<file path="config.mk">
export PLATFORM = sky130hd
export DESIGN_NAME = add_seq_16
export DESIGN_NICKNAME = d
export VERILOG_FILES = /design/src/rtl/CLA_16.sv /design/src/rtl/add_seq_16.sv
export SDC_FILE = /design/constraint.sdc
export NUM_CORES = 1
export LEC_CHECK = 0
export BUFFER_PORTS_ARGS = -buffer_cell sky130_fd_sc_hd__buf_4
export CAP_MARGIN = 20
export CORE_MARGIN = 2
export CORE_UTILIZATION = 59
export DETAILED_ROUTE_END_ITERATION = 10
export GPL_TIMING_DRIVEN = 0
export PLACE_DENSITY = 0.84
export SETUP_SLACK_MARGIN = 0.5
export SYNTH_ARGS = -nofsm -noshare
export SYNTH_HDL_FRONTEND = slang
export SYNTH_SLANG_ARGS = --single-unit
</file>
<file path="constraint.sdc">
create_clock -name clk -period 10.9 [get_ports clk]
set_input_delay 0 -clock clk [delete_from_list [all_inputs] [get_ports clk]]
set_output_delay 0 -clock clk [all_outputs]
set_load 0.01 [all_outputs]
</file>
<file path="src/rtl/CLA_16.sv">
// 16-bit carry-lookahead adder: four 4-bit lookahead groups joined by a
// second-level group carry network.
module CLA_16 (
    input  logic [15:0] a,
    input  logic [15:0] b,
    input  logic        ci,
    output logic [15:0] s,
    output logic        co
);

    logic [15:0] g;
    logic [15:0] p;
    logic [15:0] c;
    logic [3:0]  gg;
    logic [3:0]  gp;
    logic [4:0]  gc;

    assign g = a & b;
    assign p = a ^ b;

    genvar gi;
    generate
        for (gi = 0; gi < 4; gi++) begin : g_group
            assign gg[gi] = g[4*gi+3]
                          | (p[4*gi+3] & g[4*gi+2])
                          | (p[4*gi+3] & p[4*gi+2] & g[4*gi+1])
                          | (p[4*gi+3] & p[4*gi+2] & p[4*gi+1] & g[4*gi]);
            assign gp[gi] = &p[4*gi +: 4];

            // In-group carries look ahead from the group's carry-in
            assign c[4*gi]   = gc[gi];
            assign c[4*gi+1] = g[4*gi] | (p[4*gi] & gc[gi]);
            assign c[4*gi+2] = g[4*gi+1]
                             | (p[4*gi+1] & g[4*gi])
                             | (p[4*gi+1] & p[4*gi] & gc[gi]);
            assign c[4*gi+3] = g[4*gi+2]
                             | (p[4*gi+2] & g[4*gi+1])
                             | (p[4*gi+2] & p[4*gi+1] & g[4*gi])
                             | (p[4*gi+2] & p[4*gi+1] & p[4*gi] & gc[gi]);
        end
    endgenerate

    assign gc[0] = ci;
    assign gc[1] = gg[0] | (gp[0] & ci);
    assign gc[2] = gg[1] | (gp[1] & gg[0]) | (gp[1] & gp[0] & ci);
    assign gc[3] = gg[2] | (gp[2] & gg[1]) | (gp[2] & gp[1] & gg[0])
                 | (gp[2] & gp[1] & gp[0] & ci);
    assign gc[4] = gg[3] | (gp[3] & gg[2]) | (gp[3] & gp[2] & gg[1])
                 | (gp[3] & gp[2] & gp[1] & gg[0])
                 | (gp[3] & gp[2] & gp[1] & gp[0] & ci);

    assign s  = p ^ c;
    assign co = gc[4];

endmodule

</file>
<file path="src/rtl/add_seq_16.sv">
// Wide add/subtract sequencer: one shared CLA_16 processes WIDTH/16 slices,
// LSB first, with the carry held in a register between slices.
module add_seq_16 #(
    parameter int WIDTH = 64
) (
    input  logic             clk,
    input  logic             rst,
    input  logic             in_valid,
    output logic             in_ready,
    input  logic [WIDTH-1:0] a,
    input  logic [WIDTH-1:0] b,
    input  logic             sub,
    output logic             out_valid,
    input  logic             out_ready,
    output logic [WIDTH-1:0] sum,
    output logic             co,
    output logic             ovf,
    output logic             busy
);

    localparam int N  = WIDTH / 16;
    localparam int KW = (N > 1) ? $clog2(N) : 1;

    generate
        if ((WIDTH < 16) || ((WIDTH % 16) != 0)) begin : g_bad_width
            $error("add_seq_16: WIDTH must be a positive multiple of 16");
        end
    endgenerate

    typedef enum logic [1:0] {IDLE, RUN, DONE} state_t;

    state_t          state_reg;
    state_t          state_next;
    logic [KW-1:0]   k_reg;
    logic            carry_reg;
    logic [WIDTH-1:0] a_reg;
    logic [WIDTH-1:0] b_reg;
    logic [WIDTH-1:0] sum_reg;
    logic            co_reg;
    logic            ovf_reg;
    logic            out_valid_reg;

    logic [15:0]     a_slice;
    logic [15:0]     b_slice;
    logic [15:0]     s_slice;
    logic            co_slice;
    logic            last_slice;

    always_comb begin
        a_slice = '0;
        b_slice = '0;
        for (int i = 0; i < N; i++) begin
            if (k_reg == KW'(i)) begin
                a_slice = a_reg[16*i +: 16];
                b_slice = b_reg[16*i +: 16];
            end
        end
    end

    assign last_slice = (k_reg == KW'(N - 1));

    CLA_16 u_cla (
        .a  (a_slice),
        .b  (b_slice),
        .ci (carry_reg),
        .s  (s_slice),
        .co (co_slice)
    );

    always_comb begin
        state_next = state_reg;
        case (state_reg)
            IDLE:    if (in_valid)   state_next = RUN;
            RUN:     if (last_slice) state_next = DONE;
            DONE:    if (out_ready)  state_next = IDLE;
            default: state_next = IDLE;
        endcase
    end

    always_ff @(posedge clk or posedge rst) begin
        if (rst) begin
            state_reg     <= IDLE;
            k_reg         <= '0;
            carry_reg     <= 1'b0;
            a_reg         <= '0;
            b_reg         <= '0;
            sum_reg       <= '0;
            co_reg        <= 1'b0;
            ovf_reg       <= 1'b0;
            out_valid_reg <= 1'b0;
        end else begin
            state_reg <= state_next;
            case (state_reg)
                IDLE: begin
                    if (in_valid) begin
                        // Subtraction is A + ~B + 1: invert B, seed the carry
                        a_reg     <= a;
                        b_reg     <= b ^ {WIDTH{sub}};
                        carry_reg <= sub;
                        k_reg     <= '0;
                    end
                end
                RUN: begin
                    for (int i = 0; i < N; i++) begin
                        if (k_reg == KW'(i)) sum_reg[16*i +: 16] <= s_slice;
                    end
                    carry_reg <= co_slice;
                    k_reg     <= k_reg + KW'(1);
                    if (last_slice) begin
                        co_reg        <= co_slice;
                        ovf_reg       <= (a_reg[WIDTH-1] == b_reg[WIDTH-1]) &&
                                         (s_slice[15] != a_reg[WIDTH-1]);
                        out_valid_reg <= 1'b1;
                        k_reg         <= '0;
                    end
                end
                DONE: begin
                    if (out_ready) out_valid_reg <= 1'b0;
                end
                default: ;
            endcase
        end
    end

    assign in_ready  = (state_reg == IDLE) && !rst;
    assign busy      = (state_reg != IDLE);
    assign out_valid = out_valid_reg;
    assign sum       = sum_reg;
    assign co        = co_reg;
    assign ovf       = ovf_reg;

endmodule
</file>
# --- Yosys cells after proc, flatten, opt, wreduce, memory -nomap -nowiden ---
# Index checks and enable logic that the tools add are counted.
word_totals:
  regBits: 200
  inputBits: 133
  out_inout_bits: 69
  word_cells: 185
classes:
  addsub: 1
  n_eq_ne: 10
  n_mux: 20
  n_bitwise: 122
  n_reduce_logical: 20
op_table:
  columns: ["operator", "count"]
  rows:
  - ["two-way mux 16 bit", 8]
  - ["bitwise AND 1 bit", 72]
  - ["XOR 64 bit", 1]
  - ["OR 1 bit", 46]
  - ["XOR 16 bit", 2]
  - ["bitwise AND 16 bit", 1]
  - ["AND reduction 4 bit", 4]
  - ["AND reduction 2 bit", 6]
  - ["two-way mux 2 bit", 5]
  - ["equality test 2 bit, second input constant", 3]
  - ["inequality test 2 bit, second input constant", 3]
  - ["case mux 2 bit (3 select lines)", 1]
  - ["AND reduction 3 bit", 2]
  - ["nonzero test 2 bit", 3]
  - ["equality test 2 x 1 -> 1 bit, second input constant", 2]
  - ["logical NOT 2 bit", 2]
  - ["case mux 1 bit (2 select lines)", 2]
  - ["case mux 2 bit (2 select lines)", 1]
  - ["two-way mux 1 bit", 3]
  - ["adder 2 x 1 -> 2 bit, second input constant", 1]
  - ["logical AND 1 bit", 2]
  - ["equality test 1 bit", 1]
  - ["logical NOT 1 bit", 1]
  - ["inequality test 1 bit", 1]

# --- Depth between registers and ports, before layout ---
# Gate-level depths: netlist of the first run.
depth:
  ltp_word: 19
  ltp_mapped: 19
  ltp_nobuf: 17

# --- By module ---
# From an unflattened synthesis of the first run, not the netlist that was laid out.
unflattened:
  cells_unflattened: 819
  area_unflattened_um2: 9686.8
modules_own_cells:
  columns: ["mod", "instances", "cells_per_inst", "area_per_inst_um2", "seq_area_each_um2"]
  rows:
  - ["add_seq_16", 1, 746, 9039.9, 5004.8]
  - ["CLA_16", 1, 73, 646.9, 0.0]

# --- Worst setup path before layout of the first run ---
# Ideal clock, no wire load.
synth_path:
  path_kind: "flip-flop to flip-flop"
  start: "register k_reg[1]"
  end: "register sum_reg[12] (netlist: sum[12])"
  setup_ns: 0.083
  arrival_ns: 3.772
  required_time_ns: 10.817
  path_slack_ns: 7.046
  path_stages_with_launch: 18
  n_path_buf: 3
  period_less_slack_ns: 3.854
  path_cell_list: "dfrtp_1 > inv_1 > ha_1 > clkbuf_1 > clkbuf_1 > buf_2 > a21oi_1 > nor2_1 > a21oi_1 > o21ai_0 > ha_1 > a211oi_2 > o21ai_1 > a21oi_1 > o221ai_1 > a21oi_1 > fa_1 > o21ai_0"
synth_via:
  elab_chain_cells: 15
  word_cells_on_any_way: 51
  classes_between: "3 x eq/ne; 8 x mux; 35 x bitwise; 5 x reduce/logical"
synth_lines:
  columns: ["item", "line", "text"]
  rows:
  - ["from (decl)", "add_seq_16.sv:34", "logic [KW-1:0] k_reg;"]
  - ["from (signal assigned)", "add_seq_16.sv:108", "k_reg <= k_reg + KW'(1);"]
  - ["logical NOT 2 bit", "add_seq_16.sv:53, add_seq_16.sv:105", null]
  - ["two-way mux 16 bit (4 in a row)", "add_seq_16.sv:53", "if (k_reg == KW'(i)) begin"]
  - ["XOR 16 bit or bitwise AND 16 bit (tied branches)", "CLA_16.sv:19, CLA_16.sv:18", null]
  - ["bitwise AND 1 bit (on tied branches)", "CLA_16.sv:25, CLA_16.sv:26, CLA_16.sv:27", null]
  - ["OR 1 bit (tied with other cells)", "CLA_16.sv:25", "| (p[4*gi+3] & g[4*gi+2])"]
  - ["OR 1 bit or bitwise AND 1 bit (tied branches)", "CLA_16.sv:26, CLA_16.sv:27", null]
  - ["OR 1 bit", "CLA_16.sv:27", "| (p[4*gi+3] & p[4*gi+2] & p[4*gi+1] & g[4*gi]);"]
  - ["bitwise AND 1 bit", "CLA_16.sv:46", "assign gc[3] = gg[2] | (gp[2] & gg[1]) | (gp[2] & gp[1] & gg[0])"]
  - ["OR 1 bit (2 in a row)", "CLA_16.sv:46", null]
  - ["OR 1 bit", "CLA_16.sv:47", "| (gp[2] & gp[1] & gp[0] & ci);"]
  - ["XOR 16 bit", "CLA_16.sv:52", "assign s = p ^ c;"]
  - ["to (signal, indexed assignment)", "add_seq_16.sv:105", "if (k_reg == KW'(i)) sum_reg[16*i +: 16] <= s_slice;"]
  - ["to (decl)", "add_seq_16.sv:38", "logic [WIDTH-1:0] sum_reg;"]
# Several ways; a longest one is shown, not always the timed one.
# A chain may end at the register's enable or synchronous reset.

# --- Worst setup path after layout of the first run ---
layout_path:
  start: "register k_reg[1]"
  end: "register sum_reg[13] (netlist: sum[13])"
layout_via:
  elab_chain_cells: 17
  word_cells_on_any_way: 53
  classes_between: "3 x eq/ne; 8 x mux; 37 x bitwise; 5 x reduce/logical"
layout_lines:
  columns: ["item", "line", "text"]
  rows:
  - ["logical NOT 2 bit", "add_seq_16.sv:53, add_seq_16.sv:105", null]
  - ["two-way mux 16 bit (4 in a row)", "add_seq_16.sv:53", null]
  - ["XOR 16 bit or bitwise AND 16 bit (tied branches)", "CLA_16.sv:19, CLA_16.sv:18", null]
  - ["bitwise AND 1 bit (on tied branches)", "CLA_16.sv:25, CLA_16.sv:26, CLA_16.sv:27", null]
  - ["OR 1 bit (tied with other cells)", "CLA_16.sv:25", null]
  - ["OR 1 bit or bitwise AND 1 bit (tied branches)", "CLA_16.sv:26, CLA_16.sv:27", null]
  - ["OR 1 bit", "CLA_16.sv:27", null]
  - ["bitwise AND 1 bit", "CLA_16.sv:46", null]
  - ["OR 1 bit (2 in a row)", "CLA_16.sv:46", null]
  - ["OR 1 bit", "CLA_16.sv:47", null]
  - ["bitwise AND 1 bit", "CLA_16.sv:32", "assign c[4*gi+1] = g[4*gi] | (p[4*gi] & gc[gi]);"]
  - ["OR 1 bit", "CLA_16.sv:32", null]
  - ["XOR 16 bit", "CLA_16.sv:52", null]
# Several ways; a longest one is shown, not always the timed one.

==> results.txt, run 1 <==
status: complete, no violations
maximum clock frequency: 185 MHz
Flop pwr share: 0.330
dpl hpwl: 20.4 mm
area grow syn2layout: 38.0%
cts hold-fix bufs: 130
most frequent cells in the layout: 387 x nand2_1, 200 x dfrtp_1, 200 x buf_4
pin count of the biggest net entering global routing: 110
endpoints failing hold: 0
Remaining Overflow, GRT: 0
synthesized area per cell: 8.53 µm²
DRC viols: 0
kind of critical path: flip-flop to flip-flop
skew final: 0.0178 ns
FF-to-FF path depth: 18
Psw: 1.85 mW
Worst-Margin Slew: 0.743 ns
via count: 9,861
clock share of power: 0.151
Synth cell types: 37
Sw Share: 0.466
Area contributors post-synth: dfrtp_1 52%, nand2_1 15%, o21ai_0 8.2%
initial antenna violation count: 1
Mapped Nets: 1,286
DR WL/cell: 19.1 µm
I/O Buffers: 200
Setup-failing EPs final: 0
vias in the first global route: 10,100
FF-to-FF Start: k_reg[1]$_DFFE_PP0P_
Hold EP: carry_reg$_DFFE_PP0P_
Slew Viols, Final: 0
Layout fillers: 882
post-route cell area: 0.0133 mm²
area share of the largest cell type after synthesis: 0.520
drt initial violations: 1,088
Syn Inst Count: 1,129
maxcap violations: 0
antenna viol nets, final: 0
die area: 0.0174 mm²
Routed WL: 32.7 mm
Hold Startpoint: in_valid
placed cell area: 0.0114 mm²
Final nets: 1,636
P_leak: 6.42 nW
critical path launch point type: flip-flop
RSZ-0062 raised after global routing: no
critical path required time: 11.20 ns
CP Capture Type: flip-flop
Post-CTS Resized: 0
commonest non-fill, non-tap cell in the layout: nand2_1
row cnt: 46
r2r setup slk: 5.49 ns
cell taking the most area after synthesis: dfrtp_1
Pint: 2.12 mW
total core area: 0.0159 mm²
worst hold-check path type: input port to flip-flop
Mapped Area: 0.00963 mm²
share of the clock period used by the worst path: 0.496
CTS buffer count: 17
IO Pins: 202
Root Buffer: clkbuf_16
clock buffer depth: 2
Max VDD drop: 0.000186 V
first-pass detailed-route iteration total: 7
setup repair bufs after CTS: 0
Worst EP arrival: 5.71 ns
H-tree Lvls: 4
Routability Congestion: 0.969
Starting Density: 0.604
Worst slew margin: 0.505
vias per cell: 5.77
total track usage: 0.383
post-route setup TNS: 0 ns
register area share after synthesis: 0.520
Pwr Density: 299 mW/mm²
Clock Sinks: 200
Die Height: 132 µm
layout cells sized above 1: 0.173
Worst R2R End: sum[13]$_DFFE_PP0P_
CTS tree: done
Clock Pin Slew Worst Setup and Hold Paths: 0.07 ns
Final Critical Period: 5.41 ns
synthesized flop and latch total: 200
Worst-Skew Late Latency: 0.45 ns
Hold Path Cell Cnt: 5
Comb pwr share: 0.520
Worst Path Max Fanout: 10
Die X: 132 µm
first-pass GRT wire length: 51.4 mm
Ys Warns: 0
[metal layers]
layer  GRT usage  part of all wire  vias to the layer above
met1       0.452              0.35                     4633
li1            -                 -                     4371
met5           0                 0                        -
met3      0.0715             0.090                      163
met4       0.245             0.065                        0
met2       0.648              0.49                      694
[Yosys cell counts (all sizes together)]
cell type and number:
o211ai 1, o31ai 2, o21a 1, a311o 1, a22o 1, a22oi 1, ha 20, nand3 4
mux2 4, a21o 5, o22ai 1, a31oi 1, and2 2, mux2i 1, a211oi 2, nand2b 3
o21ba 1, nor2b 2, xnor2 68, nor2 70, nand3b 6, o21ai 163, a21oi 81, nand2 387
clkbuf 57, a31o 1, xor2 6, nor4 1, buf 17, o221ai 1, fa 4, inv 14
dfrtp 200
[power by group through the flow]
stage               clock network (mW)  registers [mW]  logic (mW)
floorplan                            0            1.29        1.19
global placement                     0            1.29        1.83
detailed placement                   0            1.30        1.90
CTS                              0.590            1.29        1.97
global route                     0.622            1.34        2.24
finish                           0.598            1.31        2.06
[cell families after synthesis]
logic type               after synthesis  share of synthesized area
AO/OA/AOI/OAI                        263                      0.144
XOR/XNOR                              74                     0.0673
adder cells (fa/ha/maj)               24                     0.0343
buffers and inverters                 88                     0.0360
flip-flops                           200                      0.520
multiplexers                           5                    0.00572
AND/OR/NAND/NOR                      475                      0.193
[area by class of cell]
type | instances | area (µm²) | share of cell area
Antenna cell | 1 | 2.50 | 0.000188
Buffer | 74 | 294 | 0.0221
Clock buffer | 19 | 453 | 0.0341
Clock inverter | 12 | 92.6 | 0.00697
Inverter | 14 | 60.1 | 0.00452
Multi-Input combinational cell | 841 | 4280 | 0.322
Sequential cell | 200 | 5000 | 0.377
Tap cell | 216 | 270 | 0.0203
Timing Repair Buffer | 331 | 2830 | 0.213
[per-stage QoR]
step           power, mW  std cells  setup WS [ns]  utilization  hold WS (ns)
6_report            3.97       1708           5.49        0.833         0.154
5_1_grt             4.20       1708           5.27        0.833         0.184
4_1_cts             3.85       1707           5.90        0.833         0.136
3_5_place_dp        3.20       1546           5.91        0.717         0.197
3_3_place_gp        3.12       1545           3.44        0.715         0.191
2_1_floorplan       2.48       1129           5.45            -        0.0475
[worst max path at each step]
stage                         start                    end  cells past startpoint
2_1_floorplan                   rst   a_reg[0]$_DFFE_PP0P_                      1
3_3_place_gp                    rst  b_reg[42]$_DFFE_PP0P_                      2
3_5_place_dp   k_reg[1]$_DFFE_PP0P_    sum[13]$_DFFE_PP0P_                     18
4_1_cts        k_reg[1]$_DFFE_PP0P_    sum[13]$_DFFE_PP0P_                     18
5_1_grt        k_reg[1]$_DFFE_PP0P_    sum[45]$_DFFE_PP0P_                     18
6_report       k_reg[1]$_DFFE_PP0P_    sum[13]$_DFFE_PP0P_                     18
[critical path: stages, from the launching register on]
cell	delay [ns]
dfrtp_1	0.40
inv_1	0.12
ha_1	0.22
clkbuf_1	0.36
clkbuf_1	0.43
buf_2	0.33
a21oi_1	0.11
nor2_1	0.18
a21oi_1	0.06
o21ai_0	0.51
ha_1	0.36
a211oi_2	0.30
o21ai_1	0.20
a21oi_1	0.34
o221ai_1	0.25
a21oi_1	0.30
fa_1	0.23
xor2_1	0.40
o21ai_0	0.15
Power figures use the tool's default switching activity.
==> run 2, diff against run 1 <==
--- a/config.mk
+++ b/config.mk
@@ -8,10 +8,10 @@
 export BUFFER_PORTS_ARGS = -buffer_cell sky130_fd_sc_hd__buf_4
 export CAP_MARGIN = 20
 export CORE_MARGIN = 2
-export CORE_UTILIZATION = 59
+export CORE_UTILIZATION = 50
 export DETAILED_ROUTE_END_ITERATION = 10
 export GPL_TIMING_DRIVEN = 0
-export PLACE_DENSITY = 0.84
+export PLACE_DENSITY = 0.76
 export SETUP_SLACK_MARGIN = 0.5
 export SYNTH_ARGS = -nofsm -noshare
 export SYNTH_HDL_FRONTEND = slang
==> constraint.sdc (replaced) <==
create_clock -name clk -period 4.4 [get_ports clk]
set_input_delay 0 -clock clk [delete_from_list [all_inputs] [get_ports clk]]
set_output_delay 0 -clock clk [all_outputs]
set_load 0.01 [all_outputs]
==> run 2 against run 1 <==
Critical path type unchanged. Largest power group unchanged. Non-clock buffer count is 12 higher. Hold slack got worse by 0.021 ns. Sequential cell count did not move. Sequential power grew 150%. Routed wire length down 5.1%. Count of clock-buffer cells in the layout shrank 2. Global-route usage fell by 7.2 points. Clock power rose to 2.8 times the previous value.
==> results.txt, run 2 (synthesized netlist as in run 1, its figures left out) <==
status: complete, no violations
CTS buffer count: 17
Routability Congestion: 0.916
CTS tree: done
crit-path max cell delay: 0.51 ns
die area: 0.0204 mm²
CP dominant cell by count: a21oi_2
pre-CTS setup slack: -0.658 ns
kind of critical path: flip-flop to flip-flop
post-route setup TNS: 0 ns
Worst EP arrival: 4.10 ns
diode count: 0
placed cells: 1,594
Hold Startpoint: in_valid
Routed WL: 31.0 mm
critical path launch point type: flip-flop
I/O Buffers: 200
Remaining Overflow, GRT: 0
initial antenna violation count: 0
via count: 9,459
maximum clock frequency: 267 MHz
Worst-Skew Late Latency: 0.44 ns
share of the clock period used by the worst path: 0.850
Die Height: 143 µm
Worst Path Max Fanout: 10
Clock Sinks: 200
Max VDD drop: 0.000423 V
dpl hpwl: 21.1 mm
total track usage: 0.311
critical path required time: 4.76 ns
Starting Density: 0.511
row cnt: 50
first-pass GRT wire length: 48.2 mm
Final Critical Period: 3.74 ns
first-pass detailed-route iteration total: 6
final worst slack: 0.661 ns
FF-to-FF Start: k_reg[0]$_DFFE_PP0P_
worst hold-check path type: input port to flip-flop
commonest non-fill, non-tap cell in the layout: nand2_1
clock buffer depth: 2
DR WL/cell: 17.6 µm
RSZ-0062 raised after global routing: no
skew final: 0.00660 ns
placed cell area: 0.0116 mm²
Clock Pin Slew Worst Setup and Hold Paths: 0.08 ns
vias in the first global route: 9,627
layout cells sized above 1: 0.208
Post-Layout Cell Count: 1,764
antenna viol nets, final: 0
area grow syn2layout: 42.9%
CP Capture Type: flip-flop
H-tree Lvls: 4
P_leak: 6.63 nW
CP max-delay cell: fa_2
most frequent cells in the layout: 387 x nand2_1, 211 x buf_4, 199 x dfrtp_1
Pwr Density: 752 mW/mm²
pin count of the biggest net entering global routing: 43
Setup-failing EPs final: 0
total core area: 0.0188 mm²
Hold WS: 0.133 ns
Worst slew margin: 0.501
Root Buffer: clkbuf_16
Setup crit start: k_reg[0]$_DFFE_PP0P_
endpoints failing hold: 0
Die X: 143 µm
vias per cell: 5.36
Slew Viols, Final: 0
Worst-Margin Slew: 0.749 ns
Final nets: 1,648
maxcap violations: 0
DRC viols: 0
drt initial violations: 780
IO Pins: 202
crit path cell chain: ha_1 -> clkbuf_4 -> buf_6 -> buf_6 -> a21oi_2 -> nor2_1 -> a21oi_1 -> o21ai_2 -> ha_1 -> a211oi_2 -> o21ai_2 -> a21oi_2 -> o221ai_2 -> a21oi_2 -> fa_2 -> o21ai_0
post-route cell area: 0.0138 mm²
## run 2: worst max-delay path: cells and delay by family, from the launching register on
family,cells,cell delay (ns)
simple gates,1,0.06
compound gates,9,1.53
flops,1,0.45
fa+ha+maj,3,1.09
buf+inv,3,0.51
## run 2: per-stage QoR
| step | total power, mW | util |
|---|---|---|
| global placement | 7.79 | 0.609 |
| CTS | 9.99 | 0.724 |
| detailed placement | 7.96 | 0.614 |
| finish | 10.3 | 0.731 |
| global route | 11.0 | 0.731 |
| floorplan | 6.14 | - |
## run 2: final cells by class
cell class | count | area (µm²)
Buffer | 74 | 370
Fill cell | 1331 | 5070
Inverter | 14 | 56.3
Clock buffer | 17 | 425
Multi-Input combinational cell | 841 | 4400
Sequential cell | 200 | 5010
Tap cell | 260 | 325
Clock inverter | 15 | 214
Timing Repair Buffer | 343 | 2960
## run 2: worst paths after layout
kind	end	slack (ns)	cells past startpoint
hold / removal	carry_reg$_DFFE_PP0P_	0.13	5
min in group asynchronous	sum[47]$_DFFE_PP0P_	0.14	3
hold reg to reg	a_reg[59]$_DFFE_PP0P_	0.48	2
setup reg to reg	sum[44]$_DFFE_PP0P_	0.66	16
max in group asynchronous	b_reg[21]$_DFFE_PP0P_	3.43	5
setup / recovery	sum[44]$_DFFE_PP0P_	0.66	16
## run 2: where the power goes
group / internal [mW] / switching (mW)
Clock: 0.924 / 0.776
Sequential: 2.69 / 0.525
Combinational: 2.08 / 3.35
## run 2: repair_timing
action	in CTS	in global routing
hold buffers	130	0
resized for setup	35	55
hold endpoints to repair	248	0
setup endpoints to repair	55	50
buffers inserted	7	1
pin swaps	7	9
## run 2: per-layer routing
layer	global-route usage	part of all wire	up-vias	wire [µm]
met4	0.139	0.042	0	1310
met5	0	0	-	0
met3	0.0473	0.069	91	2130
li1	-	-	4389	-
met2	0.534	0.50	431	15400
met1	0.389	0.39	4548	12200
==> run 3, diff against run 2 <==
--- a/config.mk
+++ b/config.mk
@@ -5,6 +5,7 @@
 export SDC_FILE = /design/constraint.sdc
 export NUM_CORES = 1
 export LEC_CHECK = 0
+export ABC_AREA = 1
 export BUFFER_PORTS_ARGS = -buffer_cell sky130_fd_sc_hd__buf_4
 export CAP_MARGIN = 20
 export CORE_MARGIN = 2
==> constraint.sdc (replaced) <==
create_clock -name clk -period 3.2 [get_ports clk]
set_input_delay 0 -clock clk [delete_from_list [all_inputs] [get_ports clk]]
set_output_delay 0 -clock clk [all_outputs]
set_load 0.01 [all_outputs]
==> run 3 against run 2 <==
The run now ends with setup timing left. Die area increased by 0.44%. Non-clock buffer count increased by 24. First-iteration DRC count increased by 11%. Routed wire length increased by 10%. Critical path depth increased by 4. Hold slack got worse by 0.080 ns. Area after synthesis increased by 0.45%. Sequential power increased by 40%. Global-route usage increased by 1.8 points. Clock power increased by 34%. Core utilization increased by 4.6 points. Total power increased by 77%. Largest cell class unchanged.
==> results.txt, run 3 <==
clock share of power: 0.123
antenna viol nets, final: 0
first-pass detailed-route iteration total: 6
P_leak: 7.14 nW
kind of critical path: flip-flop to flip-flop
synthesized area per cell: 8.55 µm²
most frequent cells after synthesis: 413 x nand2_1, 200 x dfrtp_1, 130 x o21ai_0, 68 x xnor2_1, 60 x inv_1
Worst slew margin: 0.395
DR WL/cell: 19.0 µm
critical path required time: 3.53 ns
Hold WS: 0.0525 ns
failing checks: setup timing
Syn Inst Count: 1,131
Remaining Overflow, GRT: 0
synthesized flop and latch total: 200
Pwr Density: 1260 mW/mm²
Die Height: 143 µm
Mapped Nets: 1,288
Clock Sinks: 200
via count: 9,889
Die X: 143 µm
drt initial violations: 864
Max VDD drop: 0.000736 V
worst hold-check path type: input port to flip-flop
CTS tree: done
IO Pins: 202
Worst EP arrival: 3.93 ns
pin count of the biggest net entering global routing: 45
cell taking the most area after synthesis: dfrtp_1
layout cells sized above 1: 0.296
Pint: 9.85 mW
die area: 0.0205 mm²
Routed WL: 34.1 mm
total core area: 0.0188 mm²
Slew Viols, Final: 0
top-count cell post-synth: nand2_1
H-tree Lvls: 4
vias per cell: 5.50
area grow syn2layout: 51.1%
total power: 18.4 mW
most frequent cells in the layout: 398 x nand2_1, 240 x buf_4, 199 x dfrtp_1
DRC viols: 0
Synth cell types: 32
placed cell area: 0.0117 mm²
area share of the largest cell type after synthesis: 0.517
Comb pwr share: 0.631
post-route cell area: 0.0146 mm²
Sw Share: 0.463
register area share after synthesis: 0.517
skew final: 0.0132 ns
dpl hpwl: 21.1 mm
Flop pwr share: 0.246
Worst-Margin Slew: 0.906 ns
Post-synth EDFFs: 0
Final nets: 1,684
pre-CTS setup slack: -0.502 ns
Starting Density: 0.514
CTS buffer count: 17
row cnt: 50
commonest non-fill, non-tap cell in the layout: nand2_1
CP Capture Type: flip-flop
Final Critical Period: 3.60 ns
Clock Pin Slew Worst Setup and Hold Paths: 0.07 ns
Routability Congestion: 0.940
first-pass GRT wire length: 51.5 mm
vias in the first global route: 9,731
Root Buffer: clkbuf_16
I/O Buffers: 200
diode count: 0
Psw: 8.51 mW
ys async rst share: 1.00
maxcap violations: 0
total track usage: 0.328
share of the clock period used by the worst path: 1.12
critical path launch point type: flip-flop
Mapped Area: 0.00967 mm²
Ys Warns: 0
endpoints failing hold: 0
top_reg_cell synth: dfrtp_1
Setup-failing EPs final: 40
Worst-Skew Late Latency: 0.45 ns
maximum clock frequency: 278 MHz
Area contributors post-synth: dfrtp_1 52%, nand2_1 16%, o21ai_0 6.7%
Worst Path Max Fanout: 7
final worst slack: -0.399 ns
status: finished, violations left
RSZ-0062 raised after global routing: yes
initial antenna violation count: 0
clock buffer depth: 2
## run 3: cell types whose count changed after synthesis, moves of 19 or more
cell | previous run | this run
a21oi_1 | 80 | 49
buf_2 | 13 | 32
inv_1 | 14 | 60
clkbuf_1 | 57 | 24
nor2_1 | 70 | 25
nand3_1 | 2 | 22
o21ai_0 | 158 | 130
nand2_1 | 387 | 413
## run 3: area by class of cell
class,count,area (µm²)
sequential,200,5010
multi-input combinational,801,4800
fill,1181,4210
timing repair buffer,377,3240
clock buffer,18,439
buffer,64,379
tap,260,325
inverter,66,255
clock inverter,13,168
## run 3: critical path, stage by stage, from the launching register on
cell and delay [ns]:
dfrtp_2 0.45, ha_4 0.17, buf_6 0.13, nor2_4 0.26, buf_6 0.18, clkinvlp_4 0.15
o21ai_2 0.20, o211ai_1 0.14, o21ai_1 0.11, ha_1 0.29, a21oi_1 0.32, nand2_2 0.13
a21oi_2 0.16, nand2_2 0.10, buf_4 0.17, nand2_4 0.08, nand2_2 0.08, nand2_4 0.13
nand3_1 0.09, nand3_1 0.09, nand2_1 0.06
## run 3: worst paths after layout
| path | start | endpoint | slack, ns | cells after the start |
|---|---|---|---|---|
| hold reg to reg | sum[21]$_DFFE_PP0P_ | sum[21]$_DFFE_PP0P_ | 0.48 | 2 |
| setup reg to reg | k_reg[0]$_DFFE_PP0P_ | ovf$_DFFE_PP0P_ | -0.40 | 20 |
| min in group asynchronous | rst | b_reg[4]$_DFFE_PP0P_ | 0.30 | 3 |
| hold / removal | sub | b_reg[40]$_DFFE_PP0P_ | 0.05 | 3 |
| setup / recovery | k_reg[0]$_DFFE_PP0P_ | ovf$_DFFE_PP0P_ | -0.40 | 20 |
| max in group asynchronous | rst | k_reg[0]$_DFFE_PP0P_ | 1.64 | 6 |
## run 3: power by group through the flow
stage | combinational, mW | sequential (mW) | clock [mW]
3_5_place_dp | 7.99 | 4.46 | 0
5_1_grt | 12.4 | 4.61 | 2.36
3_3_place_gp | 7.74 | 4.44 | 0
2_1_floorplan | 5.21 | 4.44 | 0
6_report | 11.6 | 4.51 | 2.27
4_1_cts | 9.83 | 4.46 | 2.26
## run 3: repair_timing
action	in CTS	in global routing
gates cloned	1	0
setup buffers	27	15
endpoints found under the hold margin	170	0
resized for setup	75	74
setup endpoints to repair	61	67
hold buffers	130	0
pin swaps	39	47
## run 3: stage by stage
stage | std cells | util | TNS (ns)
6_report | 1799 | 0.776 | -9.03
2_1_floorplan | 1131 | - | 0
5_1_grt | 1799 | 0.776 | -13.96
4_1_cts | 1784 | 0.755 | -1.97
3_3_place_gp | 1591 | 0.618 | -106.50
3_5_place_dp | 1595 | 0.623 | -11.50
## run 3: logic make-up (layout without fill, tap and decap cells)
logic type / count (synthesis) / after routing / synth area share
fa+ha+maj: 24 / 24 / 0.0341
simple gates: 477 / 477 / 0.196
flops: 200 / 200 / 0.517
xor+xnor: 73 / 73 / 0.0676
compound gates: 227 / 227 / 0.128
buf+inv: 130 / 538 / 0.0569
## run 3: layer usage
metal / part of all wire / wire (µm) / global-route usage
met2: 0.49 / 16900 / 0.554
met1: 0.38 / 12900 / 0.415
met4: 0.043 / 1480 / 0.142
met5: 0 / 0 / 0
met3: 0.085 / 2900 / 0.0594
